**src/rtl/lane_reorder_pkg.sv**
```systemverilog
// lane_reorder_pkg: shared constants and helpers for the lane reorder stage.
//   MODE_PASS / MODE_REV / MODE_ROT / MODE_SWP : 2-bit permutation selects
//   rot_w(lanes) : width of the rotate-amount field, clog2(lanes) but never 0
package lane_reorder_pkg;

  localparam logic [1:0] MODE_PASS = 2'b00;  // out lane i = in lane i
  localparam logic [1:0] MODE_REV  = 2'b01;  // out lane i = in lane LANES-1-i
  localparam logic [1:0] MODE_ROT  = 2'b10;  // out lane i = in lane (i+rot) mod LANES
  localparam logic [1:0] MODE_SWP  = 2'b11;  // lanes 2k and 2k+1 exchanged

  // A 2-lane stage still needs a 1-bit rotate field, so clamp at 1.
  function automatic int rot_w(input int lanes);
    return (lanes <= 2) ? 1 : $clog2(lanes);
  endfunction

endpackage

```
**src/rtl/lane_permute.sv**
```systemverilog
// lane_permute: purely combinational lane permutation.
//   data    in  LANES*WIDTH  lane i = data[i*WIDTH +: WIDTH]
//   mode    in  2            MODE_PASS / MODE_REV / MODE_ROT / MODE_SWP
//   rot_amt in  rot_w(LANES) rotate amount, only used by MODE_ROT
//   perm    out LANES*WIDTH  permuted lanes
module lane_permute
  import lane_reorder_pkg::*;
#(
  parameter int WIDTH = 8,
  parameter int LANES = 4
) (
  input  logic [LANES*WIDTH-1:0]   data,
  input  logic [1:0]               mode,
  input  logic [rot_w(LANES)-1:0]  rot_amt,
  output logic [LANES*WIDTH-1:0]   perm
);

  // Source lane feeding output lane i. The modulo keeps rotate amounts
  // >= LANES in range (possible when LANES is not a power of two), and the
  // pair-swap leaves an unpaired last lane in place for odd LANES.
  function automatic int src_lane(input int i, input logic [1:0] m, input int r);
    case (m)
      MODE_REV: return LANES - 1 - i;
      MODE_ROT: return (i + r) % LANES;
      MODE_SWP: return ((i ^ 1) < LANES) ? (i ^ 1) : i;
      default:  return i;
    endcase
  endfunction

  // Mux per output lane with constant part-selects; exactly one j matches.
  always_comb begin
    perm = '0;
    for (int i = 0; i < LANES; i++) begin
      for (int j = 0; j < LANES; j++) begin
        if (src_lane(i, mode, int'(rot_amt)) == j) begin
          perm[i*WIDTH +: WIDTH] = data[j*WIDTH +: WIDTH];
        end
      end
    end
  end

endmodule

```
**src/rtl/lane_reorder_reg.sv**
```systemverilog
// lane_reorder_reg: registered lane-reordering stage with a 2-entry skid buffer.
//   clk       in   rising-edge clock
//   reset_n   in   asynchronous active-low reset
//   in_valid  in   input beat valid
//   in_ready  out  stage can accept a beat (= ~skid_valid)
//   in_data   in   LANES*WIDTH, lane i = bits [i*WIDTH +: WIDTH]
//   mode      in   permutation select, sampled with the beat
//   rot_amt   in   rotate amount for MODE_ROT
//   out_valid out  output beat valid
//   out_ready in   downstream accepts
//   out_data  out  permuted beat
//   out_mode  out  mode out_data was built with
//   beat_cnt  out  accepted input beats, wraps modulo 2^CNT_W
//
// Handshake: a beat moves on an interface in any cycle where valid and ready
// are both high at the rising edge. A source holds valid and its payload
// stable until that happens; valid never depends on ready. The output
// register loads whenever it is empty or draining, preferring the skid entry
// over a fresh beat so order is preserved. A beat accepted while the output
// is stalled parks in the skid entry, which drops in_ready for the next cycle.
module lane_reorder_reg
  import lane_reorder_pkg::*;
#(
  parameter int WIDTH = 8,
  parameter int LANES = 4,
  parameter int CNT_W = 16
) (
  input  logic                     clk,
  input  logic                     reset_n,
  input  logic                     in_valid,
  output logic                     in_ready,
  input  logic [LANES*WIDTH-1:0]   in_data,
  input  logic [1:0]               mode,
  input  logic [rot_w(LANES)-1:0]  rot_amt,
  output logic                     out_valid,
  input  logic                     out_ready,
  output logic [LANES*WIDTH-1:0]   out_data,
  output logic [1:0]               out_mode,
  output logic [CNT_W-1:0]         beat_cnt
);

  logic [LANES*WIDTH-1:0] perm_data;
  logic                   skid_valid;
  logic [LANES*WIDTH-1:0] skid_data;
  logic [1:0]             skid_mode;
  logic                   accept;
  logic                   out_load;

  // Permute on the way in so both storage entries hold final lane order.
  lane_permute #(
    .WIDTH (WIDTH),
    .LANES (LANES)
  ) u_permute (
    .data    (in_data),
    .mode    (mode),
    .rot_amt (rot_amt),
    .perm    (perm_data)
  );

  assign in_ready = ~skid_valid;
  assign accept   = in_valid & in_ready;
  assign out_load = ~out_valid | out_ready;

  always_ff @(posedge clk or negedge reset_n) begin
    if (!reset_n) begin
      out_valid  <= 1'b0;
      out_data   <= '0;
      out_mode   <= '0;
      skid_valid <= 1'b0;
      skid_data  <= '0;
      skid_mode  <= '0;
      beat_cnt   <= '0;
    end else begin
      if (accept) begin
        beat_cnt <= beat_cnt + CNT_W'(1);
      end

      if (out_load) begin
        // skid_valid implies no accept this cycle (in_ready is low).
        if (skid_valid) begin
          out_valid  <= 1'b1;
          out_data   <= skid_data;
          out_mode   <= skid_mode;
          skid_valid <= 1'b0;
        end else if (accept) begin
          out_valid <= 1'b1;
          out_data  <= perm_data;
          out_mode  <= mode;
        end else begin
          out_valid <= 1'b0;
        end
      end else if (accept) begin
        // Output stalled: park the beat; out_data/out_mode stay untouched.
        skid_valid <= 1'b1;
        skid_data  <= perm_data;
        skid_mode  <= mode;
      end
    end
  end

endmodule

```
**config.mk**
```make
export PLATFORM = sky130hd
export DESIGN_NAME = lane_reorder_reg
export DESIGN_NICKNAME = d
export VERILOG_FILES = /design/src/rtl/lane_reorder_pkg.sv /design/src/rtl/lane_permute.sv /design/src/rtl/lane_reorder_reg.sv
export SDC_FILE = /design/constraint.sdc
export NUM_CORES = 1
export LEC_CHECK = 0
export ABC_AREA = 1
export CORE_MARGIN = 2
export CORE_UTILIZATION = 45
export DETAILED_ROUTE_END_ITERATION = 16
export DONT_BUFFER_PORTS = 1
export PLACE_DENSITY_LB_ADDON = 0.25
export SYNTH_ARGS = -nofsm -noshare
export SYNTH_HDL_FRONTEND = slang
export SYNTH_SLANG_ARGS = --single-unit
```
**constraint.sdc**
```tcl
create_clock -name clk -period 2 [get_ports clk]
set_input_delay 0.3 -clock clk [delete_from_list [all_inputs] [get_ports clk]]
set_output_delay 0.3 -clock clk [all_outputs]
set_load 0.01 [all_outputs]
```
== Word-level counts from Yosys, hierarchy flattened ==
Index checks and enable logic that the tools add are counted.
Widths: inputs -> output; s select.

* Add/subtract/negate cells: 4
* Eq/ne operators: 15
* Multiplexer cells: 28
* Bitwise gates (word level): 8
* Reductions and logical operators: 11

{| class="wikitable"
|+ Operators by type and width
! kind !! count
|-
| $pmux 32 s3 || 3
|-
| $eq 32x3->1 const B || 6
|-
| $logic_not 32->1 || 4
|-
| $mux 8 || 16
|-
| $eq 32x2->1 const B || 3
|-
| $mux 32 || 2
|-
| $add 16x1->16 const B || 1
|-
| $eq 2x2->1 const B || 4
|-
| $pmux 2 s3 || 1
|-
| $reduce_or 2->1 || 3
|-
| $add 2x2->2 const A || 2
|-
| $eq 2x1->1 const B || 2
|-
| $mux 1 || 4
|-
| $mux 2 || 2
|-
| $reduce_and 2->1 || 2
|-
| $reduce_bool 2->1 || 2
|-
| $and 1x1->1 const A || 3
|-
| $not 1->1 || 3
|-
| $add 1x2->2 const A || 1
|-
| $and 1x1->1 || 1
|-
| $or 1x1->1 || 1
|}

* Bits in registers: 86
* Input port bits: 40
* Output and inout bits: 52
* Logic and storage cells: 73

== Longest topological paths before layout ==
* Depth in word-level cells: 11
* Gate-level depth with buffers: 11
* Gate-level depth less buffers: 10

== Hierarchy ==
A second synthesis with hierarchy kept.

* Cells, all modules: 644
* Area, all modules: 4810.9 um2

{| class="wikitable"
|+ By module, submodules not included
! module !! instances !! cells each !! area an instance (um2) !! sequential area each (um2)
|-
| lane_reorder_reg || 1 || 438 || 3797.4 || 2152.1
|-
| lane_permute || 1 || 206 || 1013.5 || 0.0
|}

== Worst setup path before layout ==
Ideal clock, no wire load.

* Path kind: register to register
* Start point: register skid_valid
* End point: register out_data[15]
* Library setup time: 116 ps
* Arrival: 1341 ps
* Data required time: 1884 ps
* Path slack: 543 ps
* Stages on the path, launching flop included: 9
* Path buffers: 2
* Clock period less this slack: 1457 ps
* Cells stage by stage: dfrtp_1 > buf_4 > nor2_1 > nor2_2 > inv_2 > clkbuf_1 > nor2_1 > nand2_1 > nand2_1

* Longest elaborated chain between the ends: 4
* Elaborated cells between the ends (all ways): 5
* Classes of those cells: 1 x mux; 2 x bitwise; 2 x reduce/logical

{| class="wikitable"
|+ Ends and longest elaborated chain
! item !! RTL line !! text
|-
| start: declaration || lane_reorder_reg.sv:43 || <nowiki>logic skid_valid;</nowiki>
|-
| start signal: assignment || lane_reorder_reg.sv:69 || <nowiki>skid_valid <= 1'b0;</nowiki>
|-
| start signal: assignment || lane_reorder_reg.sv:84 || <nowiki>skid_valid <= 1'b0;</nowiki>
|-
| start signal: assignment || lane_reorder_reg.sv:94 || <nowiki>skid_valid <= 1'b1;</nowiki>
|-
| $not 1->1 || lane_reorder_reg.sv:60 || <nowiki>assign in_ready = ~skid_valid;</nowiki>
|-
| $and 1x1->1 || lane_reorder_reg.sv:61 || <nowiki>assign accept = in_valid & in_ready;</nowiki>
|-
| $reduce_bool 2->1 (no source line) || -- ||
|-
| $reduce_and 2->1 (no source line) || -- ||
|-
| end signal: assignment || lane_reorder_reg.sv:82 || <nowiki>out_data <= skid_data;</nowiki>
|-
| end signal: assignment || lane_reorder_reg.sv:87 || <nowiki>out_data <= perm_data;</nowiki>
|-
| end: declaration || lane_reorder_reg.sv:37 || <nowiki>output logic [LANES*WIDTH-1:0] out_data,</nowiki>
|}

Several ways; a longest one is shown, not always the timed one.
A chain may end at the register's enable or synchronous reset.

== Worst setup path in the final report ==
* Start point: register skid_valid
* End point: register beat_cnt[13]

* Longest elaborated chain between the ends: 2

{| class="wikitable"
|+ Ends and longest elaborated chain
! item !! RTL line !! text
|-
| $not 1->1 || lane_reorder_reg.sv:60 ||
|-
| $and 1x1->1 || lane_reorder_reg.sv:61 ||
|-
| end signal: assignment || lane_reorder_reg.sv:75 || <nowiki>beat_cnt <= beat_cnt + CNT_W'(1);</nowiki>
|-
| end: declaration || lane_reorder_reg.sv:39 || <nowiki>output logic [CNT_W-1:0] beat_cnt</nowiki>
|}

Every way passes these cells.

==> qor.yml <==
port_buffers: 0
grt_max_degree: 87
cts_tree: "done"
wl_per_cell_um: 16.7
syn_area_per_cell_um2: 7.15
drt-total-wl_mm: 13.7
status: "complete, but fails checks"
critPathKind: "reg2reg"
drive_gt1_share_pct: 8.27
rows: 38
synth_seq_cells: 86
root_buffer: "clkbuf_8"
fin_skew_ns: 0.00995
synth_edf_count: 0
setup_viol: 0
synth-main-ff-cell: "dfrtp_1"
yosysTopAreaCell: "dfrtp_1"
timing.fmax_mhz: 600
path_cells: "inv_2, nand2_1, inv_2, nand3_1, nor2_1, nand2_1, nor2_2, nand2_1, xor2_1"
dpl.cell_count: 802
synth_top_cell_area_share_pct: 43.9
ir_drop_v: 0.000476
critPathSlowestCell: "dfrtp_1"
yosysMostFrequentCell: "nand2_1"
fin_util_pct: 48.3
drv_slew: 0
p_sw_share_pct: 34.6
ys_top_cells_by_count: "nand2_1 (229), nor2_1 (105), dfrtp_1 (86)"
postRouteAntennaNets: 0
cts_sinks: 86
top_level_ports: 92
vias: 4445
fin_setup_tns_ns: 0
cp-end-kind: "flip-flop"
critPathBufInv: 2
cp-start-kind: "flip-flop"
die_h_um: 108
power_density_nw_per_um2: 958
hp-class: "in2async"
antenna_found_initial: 0
synth_fp_nets: 726
synth_area_um2: 4900
initial_utilization_pct: 45.6
max_slew.worst_pin.slew_ns: 0.603
intPower_mw: 3.25
timing.rr.start: "skid_valid"
power_frac_comb_pct: 20.2
failed_checks: "negative hold slack"
cpLargestDelayFamily: "simple AND/OR/NAND/NOR gates"
final_hold_viol_count: 86
max_cap_violations: 0
antenna_cells: 0
p_leak_nw: 2.64
whs_ns: -0.381
grt_overflow: 0
die_w_um: 108
synth_cells: 685
async_flop_share_pct: 100
dpl.hpwl_mm: 9.69
netlist-cell-type-count: 29
clockPowerShare_pct: 28.1
synth_warnings: 0
critPathMaxStageDelay_ns: 0.41
min_period_ns: 1.67
clk_path_buf_depth: 2
place_congestion: 0.886
grt_usage_pct: 24.5
rsz0062_at_grt: "no"
final_cells: 817
vias_per_cell: 5.44
dr.pass1.iters: 5
area_delta_synth_final_pct: 6.03
grt_pass1_vias: 4222
clock_latency_ns: 0.37
drc_errors: 0
cts_buffers: 9
ctsResizeCount: 0
seq_power_share_pct: 51.7
h-tree-depth: 3
slew_headroom_pct: 59.8
ys_seq_area_share_pct: 43.9
cp_common_cell: "nand2_1"
critical_path.startpoint: "skid_valid"
cp.arrival_ns: 1.92
cp.required_ns: 2.25
p_sw_mw: 1.72
worst-path-max-fanout: 5
core_area_um2: 10700
synth.area.top_cells: "dfrtp_1 (44%), nand2_1 (18%), nor2_1 (8.0%), nand3_1 (6.7%), inv_1 (2.8%)"
grt_first_pass_wirelength_mm: 21.9
dieArea_um2: 11700
clk_pin_slew_ns: 0.09
fin_crit_sh_pct: 83.3
cts_setup_buffers: 0
first_iter_violations: 427
nets: 714
[layout by cell type (no fill, tap or decap), types with 2 or more instances in the layout]
master	n
or2_0	3
xor2_1	9
nor2_4	3
nor3_1	4
or2_2	2
nand2_4	3
inv_2	7
a31oi_1	18
o21ai_1	10
nand3_4	2
nand2_1	229
clkbuf_8	10
a21oi_1	23
nor2_2	11
inv_1	37
nand4_1	4
o21ai_0	20
nor2_1	104
nand2_2	4
buf_12	2
nand3_1	66
dfrtp_1	86
xnor2_1	5
bufinv_16	2
buf_4	6
[routing by layer]
layer	track usage (%)	part of all wire, %	vias up
li1	-	-	2153
met1	30.3	42	2114
met2	40.5	48	156
met3	8.26	8.4	22
met4	7.60	2.1	0
met5	0	0	-
[cell type report]
class	count	area, um2
Clock buffer	10	138
Clock inverter	5	82.6
Fill cell	1109	5550
Inverter	44	165
Multi-Input combinational cell	524	2390
Sequential cell	86	2150
Tap cell	140	175
Timing Repair Buffer	8	85.1
[sequential cells by signal, summed over array words and instances (netlist names)]
register and cells:
out_mode 2, beat_cnt 16, out_data 32, skid_data 32, skid_mode 2, skid_valid 1, out_valid 1
[logic make-up (layout without fill, tap and decap cells)]
kind of cell | Yosys count | in the layout | share of synthesized area (%)
fa+ha+maj | 1 | 1 | 0.255
simple gates | 437 | 437 | 38.0
buf+inv | 75 | 67 | 7.20
flops | 86 | 86 | 43.9
compound gates | 72 | 72 | 8.05
xor+xnor | 14 | 14 | 2.50
[worst register-to-register path, stage by stage, from the launching register on]
cell and delay (ns):
dfrtp_1 0.41, inv_2 0.07, nand2_1 0.13, inv_2 0.12
nand3_1 0.11, nor2_1 0.17, nand2_1 0.12, nor2_2 0.16
nand2_1 0.10, xor2_1 0.15
[power groups by stage]
stage               clock network, mW  logic (mW)  registers [mW]
floorplan                           0       0.828            2.51
global placement                    0       0.982            2.59
detailed placement                  0        1.01            2.61
CTS                              1.42        1.01            2.57
global route                     1.49        1.17            2.63
finish                           1.40        1.01            2.57
[final timing paths]
kind / end / slack, ns / depth (start not counted)
worst max-delay path: beat_cnt[13] / 0.33 / 9
worst min-delay path: beat_cnt[2] / -0.38 / 0
worst max register to register: beat_cnt[13] / 0.33 / 9
worst min register to register: skid_data[31] / 0.49 / 2
max in group asynchronous: skid_data[17] / 2.25 / 0
min in group clk: out_valid / 0.08 / 2
[metrics by stage]
stage,cell area [um2],power (mW),worst slack [ns]
after floorplan,4900,3.34,0.543
after global placement,4970,3.57,0.304
after detailed placement,4970,3.62,0.288
after CTS,5190,5.01,0.350
after global routing,5190,5.30,0.134
final,5190,4.98,0.334
Note: power is estimated with default switching activity, not from simulation.
